`config.mk`:
```
export PLATFORM = sky130hd
export DESIGN_NAME = mips_dbg_scanner
export DESIGN_NICKNAME = d
export VERILOG_FILES = /design/src/rtl/mips_dbg_scanner.sv
export SDC_FILE = /design/constraint.sdc
export NUM_CORES = 1
export LEC_CHECK = 0
export BUFFER_PORTS_ARGS = -buffer_cell sky130_fd_sc_hd__buf_4
export CORE_AREA = 2 2 83 85
export DETAILED_ROUTE_END_ITERATION = 10
export DIE_AREA = 0 0 85 87
export PLACE_DENSITY = 0.87
export SLEW_MARGIN = 20
export SYNTH_ARGS = -nofsm -noshare
export SYNTH_HDL_FRONTEND = slang
export SYNTH_SLANG_ARGS = --single-unit
```
`constraint.sdc`:
```
create_clock -name clk -period 2.9 [get_ports clk]
set_input_delay 0.29 -clock clk [delete_from_list [all_inputs] [get_ports clk]]
set_output_delay 0.29 -clock clk [all_outputs]
set_load 0.01 [all_outputs]
```
`src/rtl/mips_dbg_scanner.sv`:
```
// -----------------------------------------------------------------------------
// mips_dbg_scanner
//
// Purpose:
//   Reads the MIPS top's debug readout port in place of the board switches.
//   It sweeps sw_addr from FIRST_ADDR to LAST_ADDR. For each address it holds
//   sw_addr for SETTLE_CYC cycles, then captures the returned 32-bit word, then
//   streams that word as a framed byte sequence over a valid/ready byte port
//   that feeds a UART TX or a trace FIFO.
//
//   Frame (default build, 5 bytes):
//     {1'b0, sw_addr[6:0]}, data[31:24], data[23:16], data[15:8], data[7:0]
//   Frame with DBG_PC_TAG_EN defined (10 bytes), appended after the above:
//     pc[31:24], pc[23:16], pc[15:8], pc[7:0], {4'h0, state}
//
// Configuration macro:
//   DBG_PC_TAG_EN - when defined, pc and state are captured along with data
//                   and appended to every frame. When undefined, pc and state
//                   are not used.
//
// Ports:
//   clk        in   1       system clock, rising edge
//   rst        in   1       asynchronous reset, active low
//   start      in   1       begin a scan (sampled only while idle)
//   abort      in   1       stop the scan at the next safe point
//   sw_addr    out  ADDR_W  address driven to the MIPS debug port
//   data       in   32      word returned for sw_addr
//   pc         in   32      MIPS program counter (frame tag only)
//   state      in   4       MIPS control-unit state (frame tag only)
//   tx_valid   out  1       tx_byte holds a valid byte
//   tx_ready   in   1       sink accepts the byte
//   tx_byte    out  8       byte stream, MSB-first within each word
//   busy       out  1       high from leaving IDLE until back in IDLE
//   done       out  1       one-cycle pulse when a scan completes or aborts
//   scan_state out  3       current scanner FSM state, for debug visibility
//
// Handshake:
//   A byte moves on every rising edge where tx_valid && tx_ready. Once
//   tx_valid is raised, tx_valid and tx_byte hold until that transfer. After a
//   transfer, tx_valid drops for one cycle and the next byte follows, so the
//   stream runs at most one byte every two cycles.
// -----------------------------------------------------------------------------
module mips_dbg_scanner #(
    parameter int ADDR_W     = 7,
    parameter int FIRST_ADDR = 0,
    parameter int LAST_ADDR  = 127,
    parameter int SETTLE_CYC = 2     // 1..256
) (
    input  logic              clk,
    input  logic              rst,
    input  logic              start,
    input  logic              abort,
    output logic [ADDR_W-1:0] sw_addr,
    input  logic [31:0]       data,
    input  logic [31:0]       pc,
    input  logic [3:0]        state,
    output logic              tx_valid,
    input  logic              tx_ready,
    output logic [7:0]        tx_byte,
    output logic              busy,
    output logic              done,
    output logic [2:0]        scan_state
);

    typedef enum logic [2:0] {
        S_IDLE    = 3'd0,
        S_SETTLE  = 3'd1,
        S_CAPTURE = 3'd2,
        S_SEND    = 3'd3,
        S_FINISH  = 3'd4
    } scan_state_e;

`ifdef DBG_PC_TAG_EN
    localparam int FRAME_BYTES = 10;
`else
    localparam int FRAME_BYTES = 5;
`endif

    localparam logic [3:0]        LAST_BYTE   = 4'(FRAME_BYTES - 1);
    localparam logic [7:0]        SETTLE_LAST = 8'(SETTLE_CYC - 1);
    localparam logic [ADDR_W-1:0] FIRST_A     = ADDR_W'(FIRST_ADDR);
    localparam logic [ADDR_W-1:0] LAST_A      = ADDR_W'(LAST_ADDR);
    localparam logic [ADDR_W-1:0] ADDR_ONE    = ADDR_W'(1);

    scan_state_e fsm;
    logic [7:0]  settle_cnt;
    logic [3:0]  byte_idx;      // index of the byte currently or next presented
    logic [31:0] shadow_data;
    logic        abort_pend;    // abort seen earlier in this scan
    logic        abort_now;
    logic [7:0]  next_byte;
    logic [7:0]  header_byte;

`ifdef DBG_PC_TAG_EN
    logic [31:0] shadow_pc;
    logic [3:0]  shadow_state;
`else
    // pc and state feed nothing in this build; this reduction is left dangling.
    logic unused_tag;
    assign unused_tag = ^{pc, state};
`endif

    assign scan_state  = fsm;
    assign abort_now   = abort_pend | abort;
    // Address field is always 7 bits wide, zero-extended or truncated from sw_addr.
    assign header_byte = {1'b0, 7'(sw_addr)};

    // Payload byte selected by byte_idx; index 0 (the header) is loaded
    // directly at the end of CAPTURE.
    always_comb begin
        next_byte = 8'h00;
        case (byte_idx)
            4'd1:    next_byte = shadow_data[31:24];
            4'd2:    next_byte = shadow_data[23:16];
            4'd3:    next_byte = shadow_data[15:8];
            4'd4:    next_byte = shadow_data[7:0];
`ifdef DBG_PC_TAG_EN
            4'd5:    next_byte = shadow_pc[31:24];
            4'd6:    next_byte = shadow_pc[23:16];
            4'd7:    next_byte = shadow_pc[15:8];
            4'd8:    next_byte = shadow_pc[7:0];
            4'd9:    next_byte = {4'h0, shadow_state};
`endif
            default: next_byte = 8'h00;
        endcase
    end

    always_ff @(posedge clk or negedge rst) begin
        if (!rst) begin
            fsm         <= S_IDLE;
            sw_addr     <= FIRST_A;
            settle_cnt  <= 8'd0;
            byte_idx    <= 4'd0;
            shadow_data <= 32'd0;
`ifdef DBG_PC_TAG_EN
            shadow_pc    <= 32'd0;
            shadow_state <= 4'd0;
`endif
            abort_pend  <= 1'b0;
            tx_valid    <= 1'b0;
            tx_byte     <= 8'd0;
            busy        <= 1'b0;
            done        <= 1'b0;
        end else begin
            // done is high only during the FINISH cycle.
            done <= 1'b0;

            case (fsm)
                S_IDLE: begin
                    // An abort arriving with start is ignored.
                    if (start) begin
                        fsm        <= S_SETTLE;
                        sw_addr    <= FIRST_A;
                        settle_cnt <= 8'd0;
                        abort_pend <= 1'b0;
                        busy       <= 1'b1;
                    end
                end

                S_SETTLE: begin
                    if (abort_now) begin
                        fsm  <= S_FINISH;
                        done <= 1'b1;
                    end else if (settle_cnt == SETTLE_LAST) begin
                        fsm        <= S_CAPTURE;
                        settle_cnt <= 8'd0;
                    end else begin
                        settle_cnt <= settle_cnt + 8'd1;
                    end
                end

                S_CAPTURE: begin
                    if (abort_now) begin
                        fsm  <= S_FINISH;
                        done <= 1'b1;
                    end else begin
                        shadow_data <= data;
`ifdef DBG_PC_TAG_EN
                        shadow_pc    <= pc;
                        shadow_state <= state;
`endif
                        byte_idx <= 4'd0;
                        tx_byte  <= header_byte;
                        tx_valid <= 1'b1;
                        fsm      <= S_SEND;
                    end
                end

                S_SEND: begin
                    if (abort) begin
                        abort_pend <= 1'b1;
                    end
                    if (tx_valid) begin
                        // A presented byte is never withdrawn; abort waits for it.
                        if (tx_ready) begin
                            tx_valid <= 1'b0;
                            if (abort_now) begin
                                fsm  <= S_FINISH;
                                done <= 1'b1;
                            end else if (byte_idx == LAST_BYTE) begin
                                if (sw_addr == LAST_A) begin
                                    fsm  <= S_FINISH;
                                    done <= 1'b1;
                                end else begin
                                    sw_addr    <= sw_addr + ADDR_ONE;
                                    settle_cnt <= 8'd0;
                                    fsm        <= S_SETTLE;
                                end
                            end else begin
                                byte_idx <= byte_idx + 4'd1;
                            end
                        end
                    end else begin
                        // Gap cycle after a transfer: nothing is outstanding.
                        if (abort_now) begin
                            fsm  <= S_FINISH;
                            done <= 1'b1;
                        end else begin
                            tx_byte  <= next_byte;
                            tx_valid <= 1'b1;
                        end
                    end
                end

                S_FINISH: begin
                    fsm        <= S_IDLE;
                    busy       <= 1'b0;
                    abort_pend <= 1'b0;
                end

                default: begin
                    fsm      <= S_IDLE;
                    busy     <= 1'b0;
                    tx_valid <= 1'b0;
                end
            endcase

            // abort is sticky anywhere within a scan; FINISH clears it.
            if (abort && (fsm == S_SETTLE || fsm == S_CAPTURE)) begin
                abort_pend <= 1'b1;
            end
        end
    end

endmodule

```
## Yosys cells after proc, flatten, opt, wreduce, memory -nomap -nowiden

Index checks and enable logic that the tools add are counted.

- Reductions and logical operators: 19
- $add $sub $neg: 3
- Bitwise logic cells: 4
- Order comparisons: 0
- $mul: 0
- Shift operators: 0
- Muxes and demuxes: 56
- Div/mod/pow operators: 0
- Equality and inequality tests: 26

Operators with widths:

| kind | count |
|---|---|
| 8-bit two-way mux | 11 |
| 7-bit two-way mux | 6 |
| 8-bit one-hot mux with 4 select lines | 1 |
| 3-bit two-way mux | 10 |
| 8-bit one-hot mux with 3 select lines | 1 |
| 4-bit two-way mux | 5 |
| 2-bit != test (second input constant) | 10 |
| 8-bit one-hot mux with 2 select lines | 1 |
| 3-bit != test (second input constant) | 5 |
| 1-bit two-way mux | 14 |
| 7-bit one-hot mux with 2 select lines | 1 |
| 3-bit one-hot mux with 4 select lines | 1 |
| 8-bit by 1-bit adder with 8-bit output (second input constant) | 1 |
| 4-bit by 2-bit == test with 1-bit output (second input constant) | 2 |
| 8-bit by 1-bit == test with 1-bit output (second input constant) | 1 |
| 4-bit one-hot mux with 2 select lines | 1 |
| 8-bit AND reduction | 1 |
| 7-bit by 1-bit adder with 7-bit output (second input constant) | 1 |
| 7-bit == test (second input constant) | 1 |
| 7-bit AND reduction | 1 |
| 3-bit by 2-bit == test with 1-bit output (second input constant) | 2 |
| 1-bit one-hot mux with 3 select lines | 2 |
| 2-bit AND reduction | 3 |
| 6-bit AND reduction | 1 |
| other kinds (20) | 25 |

- ROM bits: 0
- Bits in writable memories: 0
- Bits in registers: 66
- Logic and storage cells: 118
- Latch bits: 0
- Input bits: 73
- Output and inout bits: 21
- Memories kept: 0

## Longest topological paths before layout

- Depth in word-level cells: 7
- Depth in mapped cells: 8
- Gate-level depth less buffers: 6

## Least setup slack after synthesis

OpenSTA, ideal clock, no wires.

- Kind: register -> register
- Start: register byte_idx[0]
- End: register sw_addr[2]
- Slack: 0.852 ns
- Path buffers: 2
- Library setup time: 0.129 ns
- Period minus slack after synthesis: 2.048 ns
- Required time: 2.771 ns
- Cell stages (with the launch flop): 9
- Arrival time: 1.919 ns
- Cells stage by stage: dfrtp_1 inv_1 ha_1 buf_2 nand3b_1 or4_1 buf_2 o311ai_1 nand2_1

- Cells in the longest elaborated chain, start to end: 3

Ends and longest elaborated chain:

| element | line | text |
|---|---|---|
| from (decl) | 87 | `logic [3:0] byte_idx;` |
| from (signal assigned) | 210 | `byte_idx <= byte_idx + 4'd1;` |
| 4-bit by 3-bit == test with 1-bit output | 200 | `end else if (byte_idx == LAST_BYTE) begin` |
| 2-bit != test (no source line) | - |  |
| 7-bit AND reduction (no source line) | - |  |
| to (signal assigned) | 205 | `sw_addr <= sw_addr + ADDR_ONE;` |
| to (decl) | 53 | `output logic [ADDR_W-1:0] sw_addr,` |

No other way between the ends.
A chain may end at the register's enable or synchronous reset.

## Final worst setup path

- Start: register byte_idx[0]
- End: register sw_addr[5]

Same word-level chain as after synthesis.

==> summary.txt <==
Dpl cell area: 3760 um2
DRT Pass-1 Iters: 5
Skew-Pair Late Insertion Delay: 340 ps
Synth Instances: 370
Detailed Place HPWL: 5.40 mm
1st-iter DRT viols: 293
Max transition margin: 0.438
Comb power frac: 0.294
Max Cap Viol: 0
Fmax: 433 MHz
Die Y: 87 um
Number of synthesized flops with an enable pin: 0
CTS HTree Levels: 3
Initial core utilization: 0.498
Largest stage delay, worst path: 460 ps
Clock power share: 0.252
Sequential share of power: 0.453
Multi-input logic area: 1490 um2
CTS tree: done
Final net count: 506
Crit-path cells: inv_1, ha_1, nand3b_1, nor4_1, o21ai_0, a311o_2
Yosys warning count: 0
CP Launch Type: flip-flop
Synth top cells by count: 110 x nand2_1, 66 x dfrtp_1, 22 x nand3_1, 22 x o21ai_0, 18 x a21oi_1
Layout cell share with drive strength beyond 1: 0.206
Die area: 7400 um2
Net Sw Power: 1.27 mW
Worst path slowest cell: a311o_2
Synthesized net count: 450
Worst Path Required: 3130 ps
Prevailing post-synth register cell: dfrtp_1
Tot GR Track Use: 0.227
CTS resizes: 0
Register area: 1650 um2
Reg2reg end: sw_addr[5]$_DFFE_PN0P_
Seq/Total Area, Yosys: 0.504
Die X: 85 um
Clock Sinks: 66
Final Slew Violations: 0
Number of I/O pins: 94
Int Pwr: 2.20 mW
Core area: 6570 um2
Root Buffer: clkbuf_8
P&R area growth vs syn: 21.9%
Proportion of netlist area held by the largest area contributor: 0.504
Cell Area, Synth: 3270 um2
Hold Vio Cnt, Final: 0
Switching share of power: 0.365
Synth Area per Inst: 8.85 um2
Initial antenna violation count: 0
Peak supply drop: 0.000475 V
Clock-pin slew on the worst setup and hold paths: 80 ps
Area contributors post-synth: dfrtp_1 50%, nand2_1 13%, nand3_1 3.4%
Reg-to-reg startpoint: byte_idx[0]$_DFFE_PN0P_
ANT cells: 0
Crit path capture type: flip-flop
Post-route cell area: 3990 um2
First-pass GRT wire length: 13.5 mm
Pwr dens: 870 nW/um2
Leak: 1.87 nW
Hold WC Path Type: input pin to asynchronous set/reset pin
CP Max Fanout: 10
Top-count cell post-synth: nand2_1
R2R cell count: 6
Post-CTS Setup Repair Bufs: 0
Drt total wl: 7.95 mm
RSZ-0062 raised after global routing: no
# DRC: 0
Slew @ Worst Pin: 842 ps
Detail-routed via count per cell: 5.93
Setup TNS: 0 ps
I/O Buffers: 57
Status: finished, final reports clean
Remaining global-route overflow: 0
Async SR Flop Fraction: 1.00
Arrival @ worst endpoint: 2540 ps
Synth cell types: 52
Register-to-Register Setup Slack: 590 ps
Hold Buf Count CTS: 0
DRT antenna net count: 0
Post-layout min period: 2310 ps
Vias: 3030
Row cnt: 30
Largest net degree at the start of global routing: 67
Final GP Congestion: 0.838
Leading area contributor after synthesis: dfrtp_1
CP Class: flip-flop to flip-flop
Max clock buf depth: 2
Filler cells: 576
Vias in the first global route: 2795
Final setup vio count: 0
WL per Instance: 15.6 um
Skew final: 6.53 ps
Crit share post-route: 0.797
Fin Hold WS: 41.2 ps
CTS buffer count: 9
Post-synthesis register bit count: 66
## worst max path at each step
stage	from	to	slack [ps]	cells past startpoint
after floorplan	byte_idx[0]$_DFFE_PN0P_	sw_addr[2]$_DFFE_PN0P_	850	8
after global routing	byte_idx[0]$_DFFE_PN0P_	sw_addr[5]$_DFFE_PN0P_	390	6
after CTS	byte_idx[0]$_DFFE_PN0P_	sw_addr[5]$_DFFE_PN0P_	600	6
final	byte_idx[0]$_DFFE_PN0P_	sw_addr[5]$_DFFE_PN0P_	590	6
after global placement	byte_idx[0]$_DFFE_PN0P_	sw_addr[5]$_DFFE_PN0P_	690	6
after detailed placement	byte_idx[0]$_DFFE_PN0P_	sw_addr[5]$_DFFE_PN0P_	610	6
## critical path: cells and delay by family, from the launching register on
kind	cells	cell delay, ps
compound gates	2	750
fa+ha+maj	1	360
buf+inv	1	110
flops	1	440
simple gates	2	540
## per-layer routing
metal	vias up	global-route usage	part of all wire
li1	1434	-	-
met5	-	0	0
met3	4	0.0597	0.080
met2	144	0.352	0.48
met4	0	0.0635	0.0065
met1	1448	0.316	0.43
## final cells by class
type                    count  area share
well taps                  80      0.0251
clock inverters             7      0.0257
multi-input cells         274       0.374
flip-flops and latches     66       0.414
repair buffers             64       0.120
clock buffers               9      0.0310
inverters                  11      0.0103
## placed cells by master, fill, tap and decap left out, types with 2 or more instances in the layout
cell	instances
o21ai_0	22
bufinv_16	2
nor2_1	15
a22oi_1	7
nor3_1	8
nand3_1	22
dfrtp_1	66
o21a_1	2
nor4_1	4
nand2_1	110
clkbuf_8	9
a31oi_1	3
a211oi_1	3
a41oi_1	2
clkinv_4	3
a222oi_1	8
nor4b_1	2
buf_4	64
or4_1	2
inv_1	11
a21oi_1	18
o31ai_1	2
or3_1	3
o211ai_1	4
o311ai_0	2
nand4_1	2
ha_1	7
nand3b_1	3
## power by group through the flow
stage                     logic [mW]  clock network (mW)  registers [mW]
after floorplan                0.637                   0            1.53
after global placement         0.969                   0            1.56
after detailed placement        1.02                   0            1.58
after CTS                       1.03               0.885            1.56
after global routing            1.15               0.931            1.62
final                           1.02               0.876            1.57
## sequential cells by signal, summed over array words and instances, names as in the netlist
register and cells:
abort_pend 1, busy 1, byte_idx 4, sw_addr 7
shadow_data 32, tx_valid 1, scan_state 3, tx_byte 8
done 1, settle_cnt 8
## logic make-up (layout without fill, tap and decap cells)
kind of cell | count (synthesis) | count (layout) | synth area share
AND/OR/NAND/NOR | 181 | 181 | 0.249
buffers and inverters | 30 | 91 | 0.0401
AO/OA/AOI/OAI | 86 | 86 | 0.180
adder cells (fa/ha/maj) | 7 | 7 | 0.0267
flip-flops | 66 | 66 | 0.504
## per-stage QoR
| stage | util | std cells | setup WS (ps) | total power, mW |
|---|---|---|---|---|
| 2_1_floorplan | - | 370 | 852 | 2.17 |
| 3_3_place_gp | 0.573 | 495 | 686 | 2.52 |
| 3_5_place_dp | 0.573 | 495 | 606 | 2.60 |
| 4_1_cts | 0.608 | 511 | 595 | 3.48 |
| 5_1_grt | 0.608 | 511 | 389 | 3.71 |
| 6_report | 0.608 | 511 | 588 | 3.47 |
No activity file was read; power rests on OpenSTA's default activity.
